$ cat config.mk
export PLATFORM = sky130hd
export DESIGN_NAME = multiport_reg_file
export DESIGN_NICKNAME = d
export VERILOG_FILES = /design/src/rtl/cpu_rf_pkg.sv /design/src/rtl/rf_clear_fsm.sv /design/src/rtl/multiport_reg_file.sv
export SDC_FILE = /design/constraint.sdc
export NUM_CORES = 2
export LEC_CHECK = 0
export BUFFER_PORTS_ARGS = -buffer_cell sky130_fd_sc_hd__buf_2
export CELL_PAD_IN_SITES_DETAIL_PLACEMENT = 0
export CELL_PAD_IN_SITES_GLOBAL_PLACEMENT = 1
export CORE_MARGIN = 4
export CORE_UTILIZATION = 51
export CTS_BUF_LIST = sky130_fd_sc_hd__clkbuf_16
export CTS_CLUSTER_DIAMETER = 150
export DETAILED_ROUTE_END_ITERATION = 8
export PLACE_DENSITY_LB_ADDON = 0.1
export SLEW_MARGIN = 20
export SYNTH_ARGS = -nofsm -noshare
export SYNTH_HDL_FRONTEND = slang
export SYNTH_SLANG_ARGS = --single-unit
$ cat constraint.sdc
create_clock -name clk -period 3.7 [get_ports clk]
set_clock_uncertainty 0.05 [all_clocks]
set_input_delay 0.185 -clock clk [delete_from_list [all_inputs] [get_ports clk]]
set_output_delay 0.185 -clock clk [all_outputs]
set_load 0.01 [all_outputs]
$ cat src/rtl/cpu_rf_pkg.sv
// Shared register-file definitions: clear-sequencer states and default geometry
// used by the register file and by the instruction/data memory wrappers.
package cpu_rf_pkg;
  localparam int RF_WIDTH = 32;
  localparam int RF_DEPTH = 64;

  typedef enum logic {
    RF_CLEAR,
    RF_RUN
  } rf_state_e;
endpackage

$ cat src/rtl/rf_clear_fsm.sv
// Post-reset clear sequencer: walks every entry once, writing zero, and holds
// busy until the last entry has been written.
module rf_clear_fsm
  import cpu_rf_pkg::*;
#(
  parameter int DEPTH  = RF_DEPTH,
  parameter int ADDR_W = $clog2(DEPTH)
) (
  input  logic              clk,
  input  logic              rst_n,
  output logic              clr_we,
  output logic [ADDR_W-1:0] clr_addr,
  output logic              busy
);
  rf_state_e         state, state_nxt;
  logic [ADDR_W-1:0] clr_idx, idx_nxt;
  logic              busy_nxt;

  always_ff @(posedge clk) begin
    if (!rst_n) begin
      state   <= RF_CLEAR;
      clr_idx <= '0;
      busy    <= 1'b1;
    end else begin
      state   <= state_nxt;
      clr_idx <= idx_nxt;
      busy    <= busy_nxt;
    end
  end

  always_comb begin
    state_nxt = state;
    idx_nxt   = clr_idx;
    busy_nxt  = busy;
    clr_we    = 1'b0;
    case (state)
      RF_CLEAR: begin
        // a reset edge must leave the array untouched
        clr_we = rst_n;
        if (clr_idx == ADDR_W'(DEPTH - 1)) begin
          state_nxt = RF_RUN;
          busy_nxt  = 1'b0;
        end else begin
          idx_nxt = clr_idx + 1'b1;
        end
      end
      RF_RUN:  state_nxt = RF_RUN;
      default: state_nxt = RF_CLEAR;
    endcase
  end

  assign clr_addr = clr_idx;
endmodule

$ cat src/rtl/multiport_reg_file.sv
// Parametrised multi-read-port register file with optional write bypass,
// optional hardwired zero entry and a hardware clear after reset.
module multiport_reg_file
  import cpu_rf_pkg::*;
#(
  parameter int WIDTH    = RF_WIDTH,
  parameter int DEPTH    = RF_DEPTH,
  parameter int ADDR_W   = $clog2(DEPTH),
  parameter int NUM_RD   = 2,
  parameter int BYPASS   = 1,
  parameter int ZERO_REG = 0
) (
  input  logic                     clk,
  input  logic                     rst_n,
  input  logic                     wrt,
  input  logic [ADDR_W-1:0]        wr_addr,
  input  logic [WIDTH-1:0]         wr_data,
  input  logic [NUM_RD*ADDR_W-1:0] rd_addr,
  output logic [NUM_RD*WIDTH-1:0]  rd_data,
  output logic                     busy
);
  logic [WIDTH-1:0]        rf [DEPTH];
  logic                    clr_we;
  logic [ADDR_W-1:0]       clr_addr;
  logic                    wr_en;
  logic [NUM_RD*WIDTH-1:0] rd_nxt;

  rf_clear_fsm #(.DEPTH(DEPTH), .ADDR_W(ADDR_W)) u_clr (
    .clk      (clk),
    .rst_n    (rst_n),
    .clr_we   (clr_we),
    .clr_addr (clr_addr),
    .busy     (busy)
  );

  assign wr_en = wrt && !busy && !((ZERO_REG != 0) && (wr_addr == '0));

  always_ff @(posedge clk) begin
    if (rst_n) begin
      if (clr_we)     rf[clr_addr] <= '0;
      else if (wr_en) rf[wr_addr]  <= wr_data;
    end
  end

  for (genvar g = 0; g < NUM_RD; g++) begin : g_rd
    logic [ADDR_W-1:0] a;
    assign a = rd_addr[g*ADDR_W +: ADDR_W];
    // zero entry wins over bypass so r0 never leaks a discarded write
    assign rd_nxt[g*WIDTH +: WIDTH] =
      ((ZERO_REG != 0) && (a == '0))               ? '0      :
      ((BYPASS != 0) && wr_en && (wr_addr == a))    ? wr_data :
                                                      rf[a];
  end

  always_ff @(posedge clk) begin
    if (!rst_n || busy) rd_data <= '0;
    else                rd_data <= rd_nxt;
  end
endmodule
# After elaboration in Yosys (flattened, before gate mapping)
# Memories as Yosys holds them, arrays and structs flattened.
# Index checks and enable logic that the tools add are counted.
totals:
  reg_bits: 72
  out_inout_bits: 65
  mem_count: 1
  mem_bits_rw: 2048
op_classes:
  reduce_logical: 9
  n_bitwise: 2
  mux: 15
  addsub: 1
  n_eq_ne: 3
mem_list:
  columns: ["memory", "depth", "word_bits", "read_ports", "rd_ports_with_merged_regs", "write_ports", "line_no", "source"]
  rows:
  - ["rf", 64, 32, 2, 0, 1, "multiport_reg_file.sv:22", "logic [WIDTH-1:0] rf [DEPTH];"]
op_table:
  columns: ["operator", "count"]
  rows:
  - ["two-way mux 32 bit", 3]
  - ["OR reduction 32 bit", 1]
  - ["equality test 6 bit", 2]
  - ["two-way mux 1 bit", 10]
  - ["adder 6 x 1 -> 6 bit, second input constant", 1]
  - ["equality test 6 bit, second input constant", 1]
  - ["two-way mux 6 bit", 1]
  - ["AND reduction 2 bit", 2]
  - ["logical AND 1 bit", 3]
  - ["zero test 1 bit", 2]
  - ["NOT 1 bit", 2]
  - ["one-hot mux 1 bit (2 select lines)", 1]
  - ["logical OR 1 bit", 1]

# Depth between registers and ports, before layout
logic_depth:
  depth_word: 8
  ltp_mapped: 10

# By module
# A second synthesis with hierarchy kept.
hier_totals:
  cells_unflattened: 4868
  hier_area_um2: 96815.4
by_module_without_submodules:
  columns: ["module", "seq_area_each_um2", "instances", "cells_per_inst", "area_per_inst_um2"]
  rows:
  - ["multiport_reg_file", 62780.2, 1, 4823, 96425.0]
  - ["rf_clear_fsm", 160.2, 1, 45, 390.4]

# Worst setup path after synthesis
# Ideal clock, no wire load.
synth_path:
  path_kind: "flip-flop to flip-flop"
  start: "register u_clr.state"
  end: "memory rf[15][0] (netlist name), enable pin"
  setup_time_ns: 0.421
  t_arrival_ns: 3.036
  period_less_slack_ns: 3.507
  t_required_ns: 3.229
  setup_slack_ns: 0.193
  stages_incl_launch_ff: 9
  cell_sequence: "dfxtp_1 clkbuf_1 and4b_1 clkbuf_1 clkbuf_1 nand3_1 o21ai_0 nand2_1 nor2_1"
synth_between:
  elab_chain_cells: 6
synth_rtl:
  columns: ["item", "line_no", "source"]
  rows:
  - ["start, declared", "rf_clear_fsm.sv:15", "rf_state_e state, state_nxt;"]
  - ["start signal, assigned", "rf_clear_fsm.sv:25", "state <= state_nxt;"]
  - ["two-way mux 1 bit (*)", "rf_clear_fsm.sv:36", "case (state)"]
  - ["two-way mux 1 bit", "multiport_reg_file.sv:40", "if (clr_we) rf[clr_addr] <= '0;"]
  - ["two-way mux 1 bit", "multiport_reg_file.sv:39", "if (rst_n) begin"]
  - ["two-way mux 1 bit (not written as such)", "multiport_reg_file.sv:41", "else if (wr_en) rf[wr_addr] <= wr_data;"]
  - ["OR reduction 32 bit (no line)", null, null]
  - ["two-way mux 6 bit (no line) / two-way mux 1 bit (equally long branches)", null, null]
  - ["end, declared", "multiport_reg_file.sv:22", null]
# Every way passes the cells marked *; elsewhere a longest branch is shown, timed or not.

# Worst setup path after layout
layout_path:
  start: "register u_clr.state"
  end: "memory rf[48][9] (netlist name), enable pin"
# Same word-level chain as after synthesis.

==> impl_metrics.ini <==
[outcome]
status = completed

[setup_path]
crit_arrival_ns = 3.88
cp_top_family = simple AND/OR/NAND/NOR gates
crit_path_start_kind = flop
crit_buf_inv = 2
cp_max_fo = 30
path_cells = and4b_4, nand3b_1, o21ai_0, nand2_1, buf_4, nor2_4, buf_4
crit_top_cell = buf_4
cp.required_ns = 4.22
cp_slowest_cell = nor2_4
cp_slowest_stage_delay_ns = 0.95
worstSetupPathType = reg -> reg
cp-end-kind = flop

[timing]
period_share_pct = 90.99
slew_violations = 0
tightest_slew_ns = 1.219
tns_ns = 0
setup_violations = 0
period_minus_slack_ns = 3.367
rsz0062_at_grt = no
fin_ws_ns = 0.3334
slew_headroom_pct = 18.53
hold_viol = 0
fmax_mhz = 297.0

[clock_network]
cts_tree = built
root_buffer = clkbuf_16
clock_sinks = 2120
htree_num_levels = 4
clk_path_buf_depth = 3
clock_latency_ns = 0.87
numCtsBuffers = 219
clk_pin_slew_ns = 0.06
cts_setup_buffers = 0
cts-resized-gates = 0
cts_hold_buffers = 35

[drt]
wl_per_cell_um = 45.11
routed_wl_um = 356400
drt_iter0_drc = 8506
viasPerCell = 7.328
vias = 57890
firstDrtPassIters = 6
antenna_left = 0
route.detailed.drc = 0

[layout]
final_common_cell = edfxtp_1
instances_no_fill = 7900
register_area_um2 = 62940
layout_common_cells = edfxtp_1 (2048), mux4_2 (1005), buf_4 (330)
fill_cells = 13762
multi_input_area_um2 = 32660
area_growth_syn_to_layout_pct = 15.10
drive_gt1_share_pct = 36.62
final_core_util_pct = 59.16
nets = 5248

[global_route]
antenna_found_initial = 19
grt_pass1_wl_um = 483800
grt_usage_pct = 36.21
grt_overflow = 0
grt_max_degree = 65
first_global_vias = 56994

[place]
pre_cts_ws_ns = 0.3004
hpwlAfterDp_um = 232700
dp_cells = 7433
place_congestion = 0.9010
portBuffers = 117

[die]
die_w_um = 443.5
pin_count = 118
start_util_pct = 51.40
dieArea_um2 = 196700
die_h_um = 443.5
placementRows = 159
core_um2 = 188200

[logic_synthesis]
syn-num-nets = 4823
ys_seq_area_share_pct = 65.07
syn_avg_cell_area_um2 = 20.28
synthFlopType = edfxtp_1
ys_ff_latch = 2120
synthesis.area_um2 = 96730
netlist_instances = 4769
synth_edf_count = 2048
ys_warn_count = 0
netlist-cell-type-count = 58
synth-async-reset-ratio_pct = 0

[pwr]
power_mw = 50.53
peakVddDrop_mv = 0.4673
p_leak_nw = 39.78
power_density_nw_per_um2 = 453.9

[run]
drv_cap = 0

[min_path]
hp-class = in -> reg
-- per-layer routing --
metal	up-vias	track usage [%]	share of wire (%)
li1	21761	-	-
met1	31119	48.27	36
met2	4178	54.78	46
met3	828	8.383	11
met5	-	0	0.0081
met4	4	22.17	7.4
-- cells in the mapped netlist, types with 13 or more instances --
library cell  instances  area, um2
edfxtp_1           2048      61500
mux4_2             1005      22630
mux2i_1             305       3053
clkbuf_1            188      705.7
a22oi_1             128      960.9
buf_2               124      620.6
nand3_1             110      550.5
nor2_1               83      311.6
nor2b_1              79      494.2
dfxtp_1              72       1441
o22ai_1              65      406.6
nand2_1              57      214.0
and2_1               52      325.3
buf_1                40      150.1
a211oi_1             39      292.8
a2111o_1             32      360.4
a221oi_1             32      280.3
a22o_1               32      280.3
a31oi_1              32      200.2
buf_4                31      232.7
a32oi_1              30      262.8
mux2_2               19      214.0
xnor2_1              16      140.1
nor3_1               15      75.07
o211ai_1             15      112.6
a211o_1              14      122.6
o2111ai_1            14      122.6
nand4_1              13      81.33
-- cells by family after synthesis --
kind of cell	Yosys count	share of synthesized area [%]
compound gates	461	3.738
xor+xnor	17	0.1539
fa+ha+maj	1	0.01293
simple gates	450	2.432
flops	2120	65.07
buf+inv	391	1.815
mux	1329	26.78
-- state kept, by name (all words and copies together), names as in the netlist --
name	flops
u_clr.state	1
rd_data	64
u_clr.clr_addr	6
u_clr.busy	1
rf	2048
-- cell type report --
type,instances,area share (%)
antenna,17,0.03821
clock buffer,223,5.012
clock inverter,192,1.158
inverter,5,0.02473
multi-input combinational,2258,29.33
sequential,2120,56.54
tap,2495,2.804
timing repair buffer,590,5.093
-- report_power, final --
group          switching [mW]  leakage (nW)  internal [mW]
sequential             0.0323          22.3           26.0
combinational            1.92          13.8           1.33
clock                    9.41          3.67           11.8
-- final timing paths --
kind / cells past startpoint / slack, ns / end / start
setup / recovery: 7 / 0.33 / rf[48][9] / u_clr.state
hold / removal: 3 / 0.09 / rd_data[11] / wr_data[11]
setup reg to reg: 7 / 0.33 / rf[48][9] / u_clr.state
hold reg to reg: 2 / 0.48 / u_clr.busy / u_clr.busy
-- per-stage QoR --
stage | hold slack (ns) | instance area [um2]
6_report | 0.08771 | 111300
4_1_cts | 0.02072 | 111300
2_1_floorplan | 0.2601 | 96730
5_1_grt | 0.07613 | 111300
3_5_place_dp | 0.4207 | 104100
3_3_place_gp | 0.4229 | 104100
-- worst min-delay path, delay by kind of cell --
family,cells,cell delay (ns)
buffers and inverters,2,0.66
AO/OA/AOI/OAI,1,0.13
Power figures use the tool's default switching activity.
